## config.mk

```make
export PLATFORM = sky130hd
export DESIGN_NAME = audio_capture
export DESIGN_NICKNAME = d
export VERILOG_FILES = /design/src/rtl/audio_capture.sv
export SDC_FILE = /design/constraint.sdc
export NUM_CORES = 1
export LEC_CHECK = 0
export CAP_MARGIN = 40
export CORE_UTILIZATION = 30
export CTS_BUF_LIST = sky130_fd_sc_hd__clkbuf_2 sky130_fd_sc_hd__clkbuf_4 sky130_fd_sc_hd__clkbuf_8
export DETAILED_ROUTE_END_ITERATION = 8
export PLACE_DENSITY = 0.6
export SLEW_MARGIN = 20
export SYNTH_ARGS = -nofsm -noshare
export SYNTH_HDL_FRONTEND = slang
export SYNTH_SLANG_ARGS = --single-unit
export TNS_END_PERCENT = 20
```

## constraint.sdc

```tcl
create_clock -name clk -period 6.5 [get_ports clk]
set_input_delay 0.975 -clock clk [delete_from_list [all_inputs] [get_ports clk]]
set_output_delay 0.975 -clock clk [all_outputs]
set_load 0.02 [all_outputs]
```

## src/rtl/audio_capture.sv

```systemverilog
// Captures DEPTH mono samples (average of the codec L/R pair) into a RAM on a start request.
// The codec FIFO is always drained; pairs are only written while capturing.
module audio_capture #(
  parameter int DATA_W = 24,
  parameter int ADDR_W = 16,
  parameter int DEPTH  = 48000
) (
  input  logic              clk,
  input  logic              reset_n,
  input  logic              start,
  input  logic              read_ready,
  input  logic [DATA_W-1:0] readdata_left,
  input  logic [DATA_W-1:0] readdata_right,
  output logic              read,
  output logic              mem_wren,
  output logic [ADDR_W-1:0] mem_addr,
  output logic [DATA_W-1:0] mem_data,
  output logic              busy,
  output logic              done
);

  typedef enum logic [1:0] {IDLE, CAPTURE, DONE} state_t;

  localparam logic [ADDR_W-1:0] LAST = ADDR_W'(DEPTH - 1);

  state_t            state;
  logic              start_q;
  logic              start_rise;
  logic [ADDR_W-1:0] cnt;
  logic [DATA_W:0]   sum;

  // Popping never stalls, so the codec FIFO cannot overflow in any state.
  assign read       = read_ready;
  assign start_rise = start & ~start_q;

  // One extra bit keeps the sum exact; the average always fits back in DATA_W.
  assign sum = {readdata_left[DATA_W-1], readdata_left}
             + {readdata_right[DATA_W-1], readdata_right};

  always_ff @(posedge clk) begin
    if (!reset_n) begin
      state    <= IDLE;
      start_q  <= 1'b0;
      cnt      <= '0;
      mem_wren <= 1'b0;
      mem_addr <= '0;
      mem_data <= '0;
      busy     <= 1'b0;
      done     <= 1'b0;
    end else begin
      start_q  <= start;
      mem_wren <= 1'b0;
      case (state)
        IDLE, DONE: begin
          if (start_rise) begin
            state <= CAPTURE;
            cnt   <= '0;
            busy  <= 1'b1;
            done  <= 1'b0;
          end
        end
        CAPTURE: begin
          if (read_ready) begin
            mem_wren <= 1'b1;
            mem_addr <= cnt;
            mem_data <= DATA_W'(sum >> 1);
            // Leave on the edge that issues the last write; later pops are dropped.
            if (cnt == LAST) begin
              state <= DONE;
              busy  <= 1'b0;
              done  <= 1'b1;
            end else begin
              cnt <= cnt + 1'b1;
            end
          end
        end
        default: begin
          state <= IDLE;
          busy  <= 1'b0;
          done  <= 1'b0;
        end
      endcase
    end
  end

endmodule

```

Word-level counts from Yosys, hierarchy flattened

Cells that the tools add are included.

Eq/ne operators: 7
Add/sub/neg operators: 2
Bitwise gates (word level): 2
Reductions and logical operators: 7
Muxes and demuxes: 17

Operators with widths:

| kind                    | count |
|---|---|
| $mux W16                | 3 |
| $pmux W16 S2            | 1 |
| $add A24 B24 Y25        | 1 |
| $add A16 B1 Y16 const B | 1 |
| $eq A16 B16 Y1 const B  | 1 |
| $ne A2 B2 Y1 const B    | 4 |
| $mux W1                 | 7 |
| $mux W2                 | 3 |
| $pmux W1 S2             | 2 |
| $pmux W2 S2             | 1 |
| $reduce_and A2 Y1       | 2 |
| $reduce_and A4 Y1       | 1 |
| $reduce_and A3 Y1       | 1 |
| $eq A2 B1 Y1 const B    | 1 |
| $eq A2 B2 Y1 const B    | 1 |
| $logic_not A2 Y1        | 1 |
| $reduce_bool A2 Y1      | 1 |
| $reduce_or A2 Y1        | 1 |
| $and A1 B1 Y1           | 1 |
| $not A1 Y1              | 1 |

Logic and storage cells: 43
Register bits after elaboration: 62
Input bits: 52
Output and inout bits: 44

Depth between registers and ports, before layout

Gate-level depths: netlist of the first run.

Depth in word-level cells: 4
Depth in mapped cells: 9
Depth with buffers taken out: 9

Least setup slack after synthesis of the first run

OpenSTA, ideal clock, no wires.

Kind: input to register
From: in readdata_left[0]
To: reg mem_data[13]
Path slack: 3.650 ns
Library setup time: 0.070 ns
Arrival time: 2.779 ns
Required time: 6.430 ns
Stages: 9
Buffers on the path: 0
Cells stage by stage: and2_1 -> fa_1 -> a21o_1 -> a22o_2 -> a211o_1 -> a221oi_1 -> xnor2_1 -> nand2_1 -> a21oi_1

Cells in the longest elaborated chain, start to end: 1

RTL lines:

| item                 | line | RTL |
|---|---|---|
| start, declared      | 12   | `input logic [DATA_W-1:0] readdata_left,` |
| $add A24 B24 Y25     | 38   | `+ {readdata_right[DATA_W-1], readdata_right};` |
| end signal, assigned | 66   | `mem_data <= DATA_W'(sum >> 1);` |
| end, declared        | 17   | `output logic [DATA_W-1:0] mem_data,` |

Every way passes these cells.
A chain may end at the register's enable or synchronous reset.

Worst setup path after layout of the first run

From: in readdata_left[0]
To: reg mem_data[11]

The elaborated chain is that of the path after synthesis.

==> flow_metrics.tcl, run 1 <==
set metrics [dict create \
    critPathRequiredTime_ps 6780 \
    final_cells 669 \
    hold_path_depth 2 \
    hp-start "mem_addr[6]" \
    power.density_nw_per_um2 193 \
    clk_latency_ps 350 \
    cts_tree "yes" \
    syn_inst 439 \
    r2r_cells 7 \
    rows 39 \
    placed_area_um2 4590 \
    hold_path_end "mem_addr[6]" \
    cts_setup_buffers 0 \
    syn_nets 516 \
    synth_top_area_share_pct 33.9 \
    hold_ws_ps 455 \
    synth_top_area_cell "dfxtp_1" \
    drive_above_1_share_pct 6.27 \
    ys_seq_area_share_pct 33.9 \
    antenna_found_initial 0 \
    fmax_mhz 322 \
    placedCellCount 654 \
    ys_ff_latch 60 \
    finalClockSkew_ps 5.81 \
    min_path_type "register to register" \
    fillers 1160 \
    grt_usage_pct 15.6 \
    cp_top_family "compound AO/OA/AOI/OAI gates" \
    pin_count 96 \
    rsz0062_at_grt "no" \
    gr-total-overflow 0 \
    fin_area_um2 4760 \
    drt_iter0_markers 141 \
    diodes 0 \
    yosysUniqueCellTypes 57 \
    end_kind "register" \
    period_needed_ps 3110 \
    status "completed" \
    power_w 0.000919 \
    drt-total-wl_mm 9.23 \
    drc 0 \
    drv_cap 0 \
    cp_cell_sequence "clkdlybuf4s50_1 -> and2_1 -> fa_1 -> a21o_1 -> a221oi_1 -> o31ai_1 -> a31oi_1 -> xnor2_1 -> nand2_1 -> a21oi_1" \
    layout.nets 599 \
    worstMarginPinSlew_ps 636 \
    core_area_um2 11500 \
    critPathLaunchType "input port" \
    htreeDepth 3 \
    grt_start_max_net_pins 45 \
    dieArea_um2 12300 \
    fp.dieW_um 111 \
    synth_area_leaders "dfxtp_1 (34%), ha_1 (8.5%), nand2_1 (7.7%)" \
    gp_congestion 0.816 \
    cts_root_buffer "clkbuf_8" \
    crit-reg2reg-capture "cnt[4]" \
    r2r_slack_ps 4400 \
    path_class "input port to register" \
    p_leak_nw 1.83 \
    clk_pin_slew_ps 70 \
    cts_hold_buf 0 \
    async_reset_ff_share_pct 0 \
    worstPathMaxFanout 3 \
    start_util_pct 30.9 \
    drv_slew 0 \
    cts.sinks 60 \
    first_global_vias 3358 \
    wire_per_inst_um 13.8 \
    setup_viol 0 \
    ir_worst_vdd_uv 87.3 \
    numCtsBuffers 9 \
    tns_ps 0 \
    r2r-start "cnt[0]" \
    crit_path_max_incr_delay_ps 490 \
    via_per_inst 5.09 \
    grt_pass1_wl_mm 15.7 \
    slew_headroom_pct 57.5 \
    synthesis.area_um2 3540 \
    cp.arrival_ps 3390 \
    slowest_stage "a221oi_1" \
    vias 3406 \
    synthToLayoutAreaGrowth_pct 34.5 \
    ys_warn_count 0 \
    synth_edf_count 0 \
    clockBufferDepth 2 \
    portBuffers 95 \
    avgSynthCellArea_um2 8.07 \
    critPathBufInv 1 \
    hpwl_mm 6.90 \
    synth_top_flop_cell "dfxtp_1" \
    finalCritPeriodShare_pct 47.8 \
    fp.dieH_um 111 \
    hold_viol 0 \
    firstDrtPassIters 4 \
    drtAntennaViolNets 0 \
    cts_resized 0 \
]
## where the power goes
part | leakage (nW) | internal [W] | switching (W)
clock | 0.0872 | 0.000155 | 0.000150
combinational | 1.26 | 0.000106 | 0.000122
sequential | 0.486 | 0.000378 | 0.00000715
## through the flow
step	setup slack [ps]	util, %
after global placement	3100	40.0
after CTS	3390	41.5
after detailed placement	3060	40.0
final	3390	41.5
after global routing	3230	41.5
after floorplan	3650	-
## Yosys cell counts (all sizes together), types with 2 or more instances
master and n:
nor3 5, and2 6, a211oi 7, a221oi 3
nand3 20, nand4 13, o211ai 6, a21o 16
dfxtp 60, o2111a 2, a21oi 47, inv 6
nor2b 2, nand2 73, and3 10, o2111ai 2
a31oi 5, ha 24, or3 3, a211o 2
nor2 32, nand2b 6, xnor2 10, o21ai 14
buf 7, clkbuf 19, xor2 19, and4 2
## sequential cells by signal (all words and copies together) (netlist names)
signal    count
start_q       1
done          1
cnt          16
mem_wren      1
state         1
mem_data     24
mem_addr     16
## worst reg2reg max path, stage by stage, from the launching register on
cell and delay (ps):
dfxtp_1 420, ha_1 220, and3_1 350, a31oi_4 180
nand2b_1 380, nand4_1 210, xor2_1 160, nor2_1 50
## kinds of logic (layout without fill, tap and decap cells)
| kind of cell | count (synthesis) | after routing | synth area share (%) |
|---|---|---|---|
| and+or+nand+nor | 177 | 177 | 23.3 |
| AOI/OAI and AO/OA | 115 | 115 | 22.6 |
| DFF | 60 | 60 | 33.9 |
| buffers and inverters | 32 | 119 | 3.67 |
| xor gates and xnor gates | 29 | 29 | 7.17 |
| adders and majority gates | 25 | 25 | 9.04 |
| muxes | 1 | 1 | 0.282 |
## layout by cell type (no fill, tap or decap), types with 2 or more instances in the layout
cell type        count
o21ai_0              8
o2111a_1             2
and4_1               2
a211o_1              2
nand2_1             73
clkdlybuf4s50_1     95
o21ai_1              5
and3_1               9
nor3_1               5
nand2b_1             6
dfxtp_1             60
clkinv_2             2
o2111ai_1            2
nor2_1              32
a221oi_1             2
a21oi_1             45
clkbuf_8            11
ha_1                24
xor2_1              19
a21o_1              16
or3_1                2
o211ai_2             2
xnor2_1             10
nand3_1             20
and2_1               6
a211oi_1             7
clkinvlp_4           2
nor2b_1              2
inv_1                6
o211ai_1             4
a21oi_2              2
buf_4                3
a31oi_1              3
nand4_1             13
## routing by layer
metal,vias up,wire (um),GRT usage (%)
met5,-,0,0
met4,0,165,6.31
met3,14,423,3.44
met2,80,4530,27.2
met1,1589,4110,18.4
li1,1723,-,-
## layout make-up
class | count | area, um2 | share of cell area, %
clock buffers | 11 | 151 | 3.18
repair buffers | 98 | 973 | 20.4
multi-input cells | 347 | 2210 | 46.4
flip-flops and latches | 60 | 1200 | 25.2
clock inverters | 4 | 25.0 | 0.525
inverters | 6 | 22.5 | 0.473
well taps | 143 | 179 | 3.76
## worst max path at each step
stage / from / endpoint / slack (ps) / cells past startpoint
after floorplan: readdata_left[0] / mem_data[13] / 3650 / 9
after global placement: readdata_left[0] / mem_data[9] / 3100 / 10
after detailed placement: readdata_left[0] / mem_data[9] / 3060 / 10
after CTS: read_ready / read / 3390 / 2
after global routing: readdata_left[0] / mem_data[13] / 3230 / 10
final: readdata_left[0] / mem_data[11] / 3390 / 10
Power figures use the tool's default switching activity.
==> inputs of run 2 (changes only) <==
--- a/config.mk
+++ b/config.mk
@@ -9,7 +9,7 @@
 export CORE_UTILIZATION = 30
 export CTS_BUF_LIST = sky130_fd_sc_hd__clkbuf_2 sky130_fd_sc_hd__clkbuf_4 sky130_fd_sc_hd__clkbuf_8
 export DETAILED_ROUTE_END_ITERATION = 8
-export PLACE_DENSITY = 0.6
+export PLACE_DENSITY = 0.62
 export SLEW_MARGIN = 20
 export SYNTH_ARGS = -nofsm -noshare
 export SYNTH_HDL_FRONTEND = slang
==> constraint.sdc (replaced) <==
create_clock -name clk -period 2.83 [get_ports clk]
set_input_delay 0.4245 -clock clk [delete_from_list [all_inputs] [get_ports clk]]
set_output_delay 0.4245 -clock clk [all_outputs]
set_load 0.02 [all_outputs]
==> run 2 against run 1 <==
Against the previous run: critical path depth is the same; die area is the same; final area grew 4.0%; sequential cell count is the same; combinational power grew 140%; hold slack lost 2.2 ps; total power grew to 2.6 times the previous value; sequential power grew 130%; count of clock-buffer cells in the layout shrank 1; utilization grew 1.7 points; clock skew grew 7.3 ps; first-iteration DRC count grew 22%; largest cell class unchanged.
==> flow_metrics.tcl, run 2 (synthesized netlist as in run 1, its figures left out) <==
set metrics [dict create \
    status "completed" \
    most-common-layout-cells "clkdlybuf4s50_1 (95), nand2_1 (73), dfxtp_1 (60)" \
    end_kind "register" \
    finalClockSkew_ps 13.1 \
    drc 0 \
    rows 39 \
    grt_pass1_wl_mm 15.7 \
    htreeDepth 3 \
    tns_ps 0 \
    drv_slew 0 \
    cts_resized 0 \
    hpwl_mm 7.30 \
    ir_worst_vdd_uv 268 \
    drtAntennaViolNets 0 \
    slew_headroom_pct 67.1 \
    largest-register "mem_data" \
    fmax_mhz 400 \
    placedCellCount 670 \
    fp.dieH_um 111 \
    finalCritPeriodShare_pct 88.4 \
    start_util_pct 30.9 \
    final_cells 686 \
    cp.arrival_ps 2770 \
    wire_per_inst_um 13.8 \
    min_path_type "register to register" \
    critPathLaunchType "input port" \
    portBuffers 95 \
    drive_above_1_share_pct 9.21 \
    first_global_vias 3262 \
    grt_start_max_net_pins 28 \
    worstMarginPinSlew_ps 493 \
    vias 3457 \
    via_per_inst 5.04 \
    hold_path_depth 2 \
    core_area_um2 11500 \
    diodes 0 \
    path_class "input port to register" \
    numCtsBuffers 9 \
    hold_ws_ps 453 \
    cts.sinks 60 \
    layout.nets 615 \
    period_needed_ps 2500 \
    power.density_nw_per_um2 484 \
    firstDrtPassIters 4 \
    fp.dieW_um 111 \
    p_leak_nw 1.94 \
    cts_root_buffer "clkbuf_8" \
    biggestRegsByFlops "mem_data: 24 flops, cnt: 16 flops, mem_addr: 16 flops" \
    clockBufferDepth 2 \
    r2r_cells 7 \
    synthToLayoutAreaGrowth_pct 39.9 \
    gp_congestion 0.798 \
    clk_latency_ps 350 \
    cts_setup_buffers 0 \
    drt-total-wl_mm 9.46 \
    pin_count 96 \
    critPathRequiredTime_ps 3100 \
    cts_tree "yes" \
    mostFrequentLayoutCell "clkdlybuf4s50_1" \
    hold_viol 0 \
    setup_viol 0 \
    cts_hold_buf 0 \
    largest_reg_flops 24 \
    antenna_found_initial 0 \
    rsz0062_at_grt "no" \
    drt_iter0_markers 172 \
    utilization_pct 43.2 \
    gr-total-overflow 0 \
    dieArea_um2 12300 \
    clk_pin_slew_ps 70 \
    drv_cap 0 \
    worstPathMaxFanout 3 \
    grt_usage_pct 15.6 \
]
[run 2: changes by cell type in the layout (fill, tap and decap cells not counted), sizes merged]
cell      change
clkbuf        -1
clkinvlp      -1
buf          +16
bufinv        +3
[run 2: power by group]
part | total [W] | switching [W] | internal [W]
registers | 0.000884 | 0.0000160 | 0.000868
clock network | 0.000960 | 0.000352 | 0.000609
logic | 0.000553 | 0.000287 | 0.000266
total | 0.00240 | 0.000655 | 0.00174
[run 2: layout make-up]
| cell class | count | area [um2] |
|---|---|---|
| clock inverter | 6 | 111 |
| sequential | 60 | 1200 |
| fill | 1167 | 6510 |
| tap | 143 | 179 |
| timing repair buffer | 114 | 1090 |
| clock buffer | 10 | 138 |
| multi-input combinational | 347 | 2210 |
| inverter | 6 | 22.5 |
[run 2: per-stage QoR]
stage | total power, W | cell area (um2) | setup slack [ps]
floorplan | 0.00124 | 3540 | 531
global placement | 0.00145 | 4710 | 13.6
detailed placement | 0.00145 | 4710 | -12.0
CTS | 0.00241 | 4960 | 345
global route | 0.00253 | 4960 | 148
finish | 0.00240 | 4960 | 329
[run 2: worst paths after layout]
check	startpoint	to	slack, ps
setup / recovery	readdata_left[0]	mem_data[13]	330
hold / removal	mem_data[7]	mem_data[7]	450
setup reg to reg	cnt[0]	cnt[12]	720
hold reg to reg	mem_data[7]	mem_data[7]	450
[run 2: worst max-delay path, stage by stage]
cell and delay (ps):
clkdlybuf4s50_1 420, and2_1 170, fa_1 390, a21o_1 230, a22o_2 240, a211o_1 250, a221oi_1 290, xnor2_1 160
nand2_1 60, a21oi_1 140
[run 2: layer usage]
| metal | up-vias | part of all wire, % | track usage (%) |
|---|---|---|---|
| met1 | 1603 | 45 | 19.3 |
| li1 | 1767 | - | - |
| met5 | - | 0 | 0 |
| met4 | 0 | 0.93 | 4.36 |
| met2 | 77 | 49 | 27.2 |
| met3 | 10 | 4.2 | 3.39 |
